==> src/rtl/fpu_divsqrt_scheduler_if.sv <==
// fpu_divsqrt_scheduler_if: requester, unit and response signals of the shared div/sqrt scheduler.
// master = environment (requesters + unit), slave = scheduler.
interface fpu_divsqrt_scheduler_if #(
    parameter int NUM_REQ = 4
);
    logic [NUM_REQ-1:0]    req_valid;
    logic [NUM_REQ-1:0]    req_ready;
    logic [NUM_REQ-1:0]    req_op;
    logic [NUM_REQ*32-1:0] req_a;
    logic [NUM_REQ*32-1:0] req_b;
    logic [NUM_REQ*2-1:0]  req_mode;
    logic                  unit_start;
    logic                  unit_op;
    logic [31:0]           unit_a;
    logic [31:0]           unit_b;
    logic [1:0]            unit_mode;
    logic                  unit_done;
    logic [40:0]           unit_result;
    logic [NUM_REQ-1:0]    resp_valid;
    logic [NUM_REQ-1:0]    resp_ready;
    logic [40:0]           resp_result;
    logic                  resp_error;
    logic                  busy;

    modport master (
        output req_valid, req_op, req_a, req_b, req_mode, unit_done, unit_result, resp_ready,
        input  req_ready, unit_start, unit_op, unit_a, unit_b, unit_mode,
               resp_valid, resp_result, resp_error, busy
    );
    modport slave (
        input  req_valid, req_op, req_a, req_b, req_mode, unit_done, unit_result, resp_ready,
        output req_ready, unit_start, unit_op, unit_a, unit_b, unit_mode,
               resp_valid, resp_result, resp_error, busy
    );
endinterface

==> src/rtl/fpu_divsqrt_scheduler.sv <==
// fpu_divsqrt_scheduler: round-robin front end sharing one iterative FP div/sqrt unit, one op in flight.
// Result layout (41b): {2'b0, sign, nan, inf, zero, guard, exponent[7:0], mantissa[23:0], mode[1:0]}.
module fpu_divsqrt_scheduler #(
    parameter int NUM_REQ        = 4,
    parameter int TIMEOUT_CYCLES = 64
) (
    input logic                    clk,
    input logic                    rst,
    fpu_divsqrt_scheduler_if.slave sch
);
    localparam int OW = $clog2(NUM_REQ);
    localparam int TW = $clog2(TIMEOUT_CYCLES);

    typedef enum logic [1:0] {IDLE, ISSUE, WAIT, RESP} state_t;

    state_t             state_q;
    logic [OW-1:0]      owner_q, last_q, winner;
    logic [TW-1:0]      timer_q;
    logic               found, op_q, start_q, err_q;
    logic [31:0]        a_q, b_q;
    logic [1:0]         mode_q;
    logic [40:0]        res_q;
    logic [NUM_REQ-1:0] rvalid_q;

    // Scan downwards so the nearest valid requester after last_q is the final assignment.
    always_comb begin
        winner = last_q;
        found  = 1'b0;
        for (int k = NUM_REQ; k >= 1; k--) begin
            if (sch.req_valid[(int'(last_q) + k) % NUM_REQ]) begin
                winner = OW'((int'(last_q) + k) % NUM_REQ);
                found  = 1'b1;
            end
        end
    end

    assign sch.req_ready   = (state_q == IDLE && found) ? NUM_REQ'(1) << winner : '0;
    assign sch.unit_start  = start_q;
    assign sch.unit_op     = op_q;
    assign sch.unit_a      = a_q;
    assign sch.unit_b      = b_q;
    assign sch.unit_mode   = mode_q;
    assign sch.resp_valid  = rvalid_q;
    assign sch.resp_result = res_q;
    assign sch.resp_error  = err_q;
    assign sch.busy        = state_q != IDLE;

    always_ff @(posedge clk or posedge rst) begin
        if (rst) begin
            state_q  <= IDLE;
            owner_q  <= '0;
            last_q   <= OW'(NUM_REQ - 1);
            timer_q  <= '0;
            op_q     <= 1'b0;
            start_q  <= 1'b0;
            err_q    <= 1'b0;
            a_q      <= '0;
            b_q      <= '0;
            mode_q   <= '0;
            res_q    <= '0;
            rvalid_q <= '0;
        end else begin
            case (state_q)
                IDLE: if (found) begin
                    op_q    <= sch.req_op[winner];
                    a_q     <= sch.req_a[winner*32 +: 32];
                    b_q     <= sch.req_b[winner*32 +: 32];
                    mode_q  <= sch.req_mode[winner*2 +: 2];
                    owner_q <= winner;
                    start_q <= 1'b1;
                    state_q <= ISSUE;
                end
                ISSUE: begin
                    start_q <= 1'b0;
                    timer_q <= '0;
                    state_q <= WAIT;
                end
                WAIT: if (sch.unit_done) begin
                    res_q    <= sch.unit_result;
                    err_q    <= 1'b0;
                    rvalid_q <= NUM_REQ'(1) << owner_q;
                    state_q  <= RESP;
                end else if (timer_q == TW'(TIMEOUT_CYCLES - 1)) begin
                    res_q    <= {2'b00, a_q[31], 1'b1, 3'b000, 8'hFF, 24'hFFFFFF, mode_q};
                    err_q    <= 1'b1;
                    rvalid_q <= NUM_REQ'(1) << owner_q;
                    state_q  <= RESP;
                end else begin
                    timer_q <= timer_q + TW'(1);
                end
                RESP: if (sch.resp_ready[owner_q]) begin
                    rvalid_q <= '0;
                    last_q   <= owner_q;
                    state_q  <= IDLE;
                end
            endcase
        end
    end
endmodule
==> src/flat_wrapper.sv <==
// flat-port wrapper written by rule: the top's interface ports become plain ports
module fpu_divsqrt_scheduler_flat 
#(
    parameter int NUM_REQ        = 4,
    parameter int TIMEOUT_CYCLES = 64
)
  (clk, rst, sch_req_valid, sch_req_op, sch_req_a, sch_req_b, sch_req_mode, sch_unit_done, sch_unit_result, sch_resp_ready, sch_req_ready, sch_unit_start, sch_unit_op, sch_unit_a, sch_unit_b, sch_unit_mode, sch_resp_valid, sch_resp_result, sch_resp_error, sch_busy);
  fpu_divsqrt_scheduler_if #(.NUM_REQ(NUM_REQ)) sch_i ();
  input logic clk;
  input logic rst;
  input wire logic [$bits(sch_i.req_valid)-1:0] sch_req_valid;
  input wire logic [$bits(sch_i.req_op)-1:0] sch_req_op;
  input wire logic [$bits(sch_i.req_a)-1:0] sch_req_a;
  input wire logic [$bits(sch_i.req_b)-1:0] sch_req_b;
  input wire logic [$bits(sch_i.req_mode)-1:0] sch_req_mode;
  input wire logic [$bits(sch_i.unit_done)-1:0] sch_unit_done;
  input wire logic [$bits(sch_i.unit_result)-1:0] sch_unit_result;
  input wire logic [$bits(sch_i.resp_ready)-1:0] sch_resp_ready;
  output wire logic [$bits(sch_i.req_ready)-1:0] sch_req_ready;
  output wire logic [$bits(sch_i.unit_start)-1:0] sch_unit_start;
  output wire logic [$bits(sch_i.unit_op)-1:0] sch_unit_op;
  output wire logic [$bits(sch_i.unit_a)-1:0] sch_unit_a;
  output wire logic [$bits(sch_i.unit_b)-1:0] sch_unit_b;
  output wire logic [$bits(sch_i.unit_mode)-1:0] sch_unit_mode;
  output wire logic [$bits(sch_i.resp_valid)-1:0] sch_resp_valid;
  output wire logic [$bits(sch_i.resp_result)-1:0] sch_resp_result;
  output wire logic [$bits(sch_i.resp_error)-1:0] sch_resp_error;
  output wire logic [$bits(sch_i.busy)-1:0] sch_busy;
  assign sch_i.req_valid = sch_req_valid;
  assign sch_i.req_op = sch_req_op;
  assign sch_i.req_a = sch_req_a;
  assign sch_i.req_b = sch_req_b;
  assign sch_i.req_mode = sch_req_mode;
  assign sch_i.unit_done = sch_unit_done;
  assign sch_i.unit_result = sch_unit_result;
  assign sch_i.resp_ready = sch_resp_ready;
  assign sch_req_ready = sch_i.req_ready;
  assign sch_unit_start = sch_i.unit_start;
  assign sch_unit_op = sch_i.unit_op;
  assign sch_unit_a = sch_i.unit_a;
  assign sch_unit_b = sch_i.unit_b;
  assign sch_unit_mode = sch_i.unit_mode;
  assign sch_resp_valid = sch_i.resp_valid;
  assign sch_resp_result = sch_i.resp_result;
  assign sch_resp_error = sch_i.resp_error;
  assign sch_busy = sch_i.busy;
  fpu_divsqrt_scheduler #(.NUM_REQ(NUM_REQ), .TIMEOUT_CYCLES(TIMEOUT_CYCLES)) u_core (.clk(clk), .rst(rst), .sch(sch_i));
endmodule
==> config.mk <==
export PLATFORM = sky130hd
export DESIGN_NAME = fpu_divsqrt_scheduler_flat
export DESIGN_NICKNAME = d
export VERILOG_FILES = /design/src/rtl/fpu_divsqrt_scheduler_if.sv /design/src/rtl/fpu_divsqrt_scheduler.sv /design/src/flat_wrapper.sv
export SDC_FILE = /design/constraint.sdc
export NUM_CORES = 1
export LEC_CHECK = 0
export BUFFER_PORTS_ARGS = -buffer_cell sky130_fd_sc_hd__buf_2
export CORE_AREA = 5 5 167 169
export CTS_CLUSTER_SIZE = 24
export DETAILED_ROUTE_END_ITERATION = 7
export DIE_AREA = 0 0 172 174
export PLACE_DENSITY = 0.65
export SYNTH_ARGS = -nofsm -noshare
export SYNTH_HDL_FRONTEND = slang
export SYNTH_SLANG_ARGS = --single-unit
==> constraint.sdc <==
create_clock -name clk -period 3.45 [get_ports clk]
set_input_delay 0.345 -clock clk [delete_from_list [all_inputs] [get_ports clk]]
set_output_delay 0.345 -clock clk [all_outputs]
set_load 0.03 [all_outputs]
* Yosys cells after proc, flatten, opt, wreduce, memory -nomap -nowiden *
Cells that the tools add are included.

word-level totals
  register bits = 126
  bits of input ports = 320
  logic and storage cells = 102

operators by class
  add/subtract/negate cells = 5
  $lt $le $gt $ge = 6
  equality and inequality tests = 9
  shift operators = 5
  muxes and demuxes = 43
  bitwise gates (word level) = 4
  reductions and logical operators = 18

operator list
  kind                 count
  $shiftx 128x8->32    2
  $mux 41              2
  $mux 1               17
  $lt 3x4->1 const B   4
  $mux 2               8
  $mux 4               4
  $bmux 1 s2           6
  $mux 6               2
  $pmux 6 s2           1
  $reduce_bool 2->1    5
  $reduce_and 3->1     3
  $pmux 2 s4           1
  $pmux 4 s2           1
  $reduce_and 2->1     4
  $reduce_or 2->1      4
  $shiftx 8x4->2       1
  $shl 1x2->4 const A  2
  $add 6x1->6 const B  1
  $eq 6x6->1 const B   1
  $lt 2x3->1 const B   2
  $add 2x1->2 const B  2
  $add 2x2->2 const B  2
  $and 1x1->1 const A  4
  $eq 2x2->1 const B   2
  other kinds (7)      9

* Depth between registers and ports, before layout *
  depth in word-level cells = 12
  gate-level depth with buffers = 8
  gate-level depth less buffers = 7

* Worst setup path before layout *
OpenSTA, ideal clock, no wires.

  kind = register -> output
  from = register u_core.last_q[1]
  to = output sch_req_ready[2]
  data arrival time = 2107 ps
  path slack = 998 ps
  cell stages (with the launch flop) = 8
  path buffers = 3
  cells stage by stage = dfstp_2 > buf_4 > nand2b_1 > a21oi_1 > a211o_1 > buf_4 > buf_2 > nor3_1

on the way
  word-level cells in the longest chain between the ends = 10
  elaborated cells on any way between the ends = 27
  classes of those cells = add/sub (4); shift (1); mux (21); reduce/logical (1)

RTL lines
  element                                                  line                                                      RTL
  from (decl)                                              fpu_divsqrt_scheduler.sv:17                               logic [OW-1:0] owner_q, last_q, winner;
  from (signal assigned)                                   fpu_divsqrt_scheduler.sv:52                               last_q <= OW'(NUM_REQ - 1);
  from (signal assigned)                                   fpu_divsqrt_scheduler.sv:93                               last_q <= owner_q;
  $add 2x1->2                                              fpu_divsqrt_scheduler.sv:30, fpu_divsqrt_scheduler.sv:31
  $bmux 1 s2                                               fpu_divsqrt_scheduler.sv:30                               if (sch.req_valid[(int'(last_q) + k) % NUM_REQ]) begin
  $mux 1 (implied by the code) (2 in a row)                fpu_divsqrt_scheduler.sv:30
  $mux 2 / $mux 1 (equally long branches) (4 in a row)     fpu_divsqrt_scheduler.sv:30
  $shl 1x2->4 / $logic_and 1x1->1 (equally long branches)  fpu_divsqrt_scheduler.sv:37                               assign sch.req_ready = (state_q == IDLE && found) ? NUM_REQ'(1) << winner : '0;
  $mux 4 *                                                 fpu_divsqrt_scheduler.sv:37
  to (decl)                                                flat_wrapper.sv:19                                        output wire logic [$bits(sch_i.req_ready)-1:0] sch_req_ready;

Every way passes the cells marked *; elsewhere a longest branch is shown, timed or not. The select of a mux whose other input is x is not followed.

* Worst setup path in the final report *
Same ends and word-level chain as after synthesis.

==> flow_summary.json <==
{
  "outcome": "completed",
  "cp-start-kind": "flop",
  "critPathLaunch": "u_core.last_q[1]",
  "track_usage_pct": 19.54,
  "yosysTopAreaCell": "dfrtp_1",
  "crit_fanout": 27,
  "syn_nets": 1074,
  "async_flop_share_pct": 100.0,
  "coreArea_mm2": 0.02643,
  "p_sw_mw": 4.985,
  "yosys_warnings": 0,
  "p_int_mw": 5.214,
  "dr.pass1.iters": 5,
  "grt_max_degree": 127,
  "min_path_type": "in2async",
  "rsz0062_at_grt": "false",
  "hold_viol": 0,
  "powerDensity_mw_per_mm2": 1012,
  "htreeDepth": 4,
  "regArea_mm2": 0.003156,
  "critPathMostFrequentCell": "nand2_1",
  "portBuffers": 438,
  "grt_remaining_overflow": 0,
  "syn_area_mm2": 0.007020,
  "rows": 60,
  "synth.area.top_cells": "dfrtp_1 (44%), a221o_1 (9.6%), o22a_1 (9.4%)",
  "multiInputGateArea_mm2": 0.003441,
  "syn-instance-count": 748,
  "ant_nets": 0,
  "period_share_pct": 83.50,
  "finalMaxSlewViolations": 0,
  "crit_family": "flip-flops",
  "via_per_inst": 5.285,
  "switching_share_pct": 48.88,
  "wl_per_cell_um": 20.60,
  "crit_buf_inv": 2,
  "ir_worst_vdd_uv": 498.5,
  "seqPwrFrac_pct": 26.1,
  "crit_chain": "nand2_1 -> a31oi_4 -> buf_4 -> nand2_1 -> nor3_1 -> buf_2",
  "dieArea_mm2": 0.02993,
  "cts_hold_buffers": 0,
  "final_common_cell": "buf_2",
  "cts_tree": "done",
  "place.gp.congestion": 0.8504,
  "num_vias": 7922,
  "pre_cts_slack_ns": 0.8876,
  "crit_type": "reg2out",
  "slowest_delay_ns": 0.72,
  "drive_gt1_share_pct": 43.87,
  "drc": 0,
  "synth_top_area_share_pct": 44.20,
  "postCtsSetupRepairBufs": 0,
  "fin_util_pct": 38.13,
  "setup_ws_ns": 0.5694,
  "clk_pin_slew_ns": 0.06,
  "antenna_found_initial": 2,
  "cts.sink_count": 126,
  "drt_first_iter_violations": 513,
  "final_cell_mix": "buf_2 (438), dfrtp_1 (124), o21ai_0 (81), a21oi_1 (75), o22a_1 (75)",
  "fin_setup_tns_ns": 0,
  "nets": 1471,
  "die_height_um": 174,
  "drt_wl_total_um": 30870,
  "synth_edf_count": 0,
  "diodes": 0,
  "reg2reg_from": "u_core.last_q[1]",
  "fmax_ghz": 0.3472,
  "ios": 439,
  "finClkSkew_ns": 0.01209,
  "power.total_mw": 10.20,
  "fill_cells": 2735,
  "cts_inserted_buffers": 17,
  "ys_ff_latch": 126,
  "hpwl_um": 22910,
  "initial_utilization_pct": 26.57,
  "r2r_slack_ns": 0.83,
  "period_needed_ns": 2.881,
  "arrival_ns": 2.54,
  "avgSynthCellArea_um2": 9.386,
  "clock_latency_ns": 0.42,
  "setup_viol": 0,
  "critPathSlowestCell": "dfstp_2",
  "syn_to_final_growth_pct": 43.50,
  "clock_power_share_pct": 17.2,
  "yosysSeqAreaShare_pct": 44.95,
  "crit_required_ns": 3.11,
  "synth_ff_type": "dfrtp_1",
  "p_leak_nw": 4.758,
  "cts.repair.resized": 0,
  "placed_cells": 1467,
  "endpoint_kind": "primary output",
  "p_comb_share_pct": 56.7,
  "relSlewSlack_pct": 11.33,
  "reg2reg_depth": 6,
  "cap_violations": 0,
  "tightest_slew_ns": 1.330,
  "grt_pass1_wl_um": 45830,
  "reg2reg_to": "u_core.sch.unit_a[1]",
  "grt_pass1_vias": 8058,
  "fin_cells": 1499,
  "ys_types": 46,
  "cts-root-buf": "clkbuf_16",
  "chipWidth_um": 172,
  "clock_path_buffers": 2
}
-- through the flow --
stage / instance area (µm²) / hold slack [ns]
after floorplan: 7024 / 0.4710
after global placement: 9512 / 0.4646
after detailed placement: 9512 / 0.4690
after CTS: 10070 / 0.1239
after global routing: 10070 / 0.1314
final: 10070 / 0.1199
-- per-layer routing --
metal	share of wire [%]	global-route usage, %	up-vias	wire length [µm]
met1	39	23.65	3787	12180
met5	0.042	0	-	13
met3	8.1	4.185	48	2490
met2	50	33.75	413	15290
met4	2.9	7.403	2	904
li1	-	-	3672	-
-- final cells by class --
type	instances	share of cell area [%]
multi-input combinational	511	34.15
sequential	126	31.32
timing repair buffer	455	23.40
tap	341	4.235
clock buffer	17	4.223
clock inverter	15	1.366
inverter	34	1.304
-- power by group through the flow --
stage	Sequential (mW)	Combinational (mW)	Clock [mW]
2_1_floorplan	3.90	2.73	0
3_3_place_gp	2.67	5.73	0
3_5_place_dp	2.70	5.80	0
4_1_cts	2.67	5.81	1.81
5_1_grt	2.76	6.21	1.87
6_report	2.67	5.78	1.75
-- how the worst max path moves through the flow --
stage	endpoint	slack, ns	cells past startpoint
floorplan	sch_req_ready[2]	1.0	7
global placement	u_core.sch.unit_a[5]	0.91	7
detailed placement	u_core.sch.unit_a[1]	0.89	7
CTS	sch_req_ready[0]	0.54	6
global route	sch_req_ready[0]	0.42	6
finish	sch_req_ready[2]	0.57	6
-- cell usage after synthesis, types with 2 or more instances --
library cell and count:
a31oi_2 2, o21ai_0 81, dfstp_2 2, o21ai_1 2, o22a_1 75, nand2b_1 4, a22o_1 7, nor2_1 33
dfrtp_1 124, clkbuf_1 44, inv_1 33, buf_2 23, a31oi_1 25, a21oi_1 76, buf_4 9, and3_1 3
nand2_1 19, nor2b_1 3, nand4_1 3, mux2_2 2, a221o_1 67, o2bb2ai_1 2, and2_1 2, o21a_1 3
ha_1 6, nor3_1 3, mux2i_1 5, a211o_1 2, nor4b_1 2, nand3_1 70
-- state kept, by name, indices dropped and copies added (netlist names) --
name                    cells
u_core.sch.unit_mode        2
u_core.sch.unit_a          32
u_core.sch.unit_start       1
u_core.sch.unit_b          32
u_core.owner_q              2
u_core.last_q               2
u_core.sch.resp_error       1
u_core.sch.unit_op          1
u_core.sch.resp_valid       4
u_core.timer_q              6
u_core.state_q              2
u_core.sch.resp_result     41
-- worst register-to-register path: cells and delay by family, from the launching register on --
| family | cells | cell delay, ns |
|---|---|---|
| AOI/OAI and AO/OA | 4 | 1.45 |
| DFF | 1 | 0.46 |
| and+or+nand+nor | 1 | 0.35 |
| buffers and inverters | 1 | 0.30 |
-- cells by family (layout without fill, tap and decap cells) --
| logic type | Yosys count | in the layout | share of synthesized area, % |
|---|---|---|---|
| AOI/OAI and AO/OA | 349 | 349 | 35.54 |
| adders and majority gates | 6 | 6 | 1.069 |
| muxes | 8 | 8 | 1.354 |
| and+or+nand+nor | 147 | 147 | 10.14 |
| buffers and inverters | 111 | 521 | 6.826 |
| xor gates and xnor gates | 1 | 1 | 0.1248 |
| DFF | 126 | 126 | 44.95 |
Note: power is estimated with default switching activity, not from simulation.
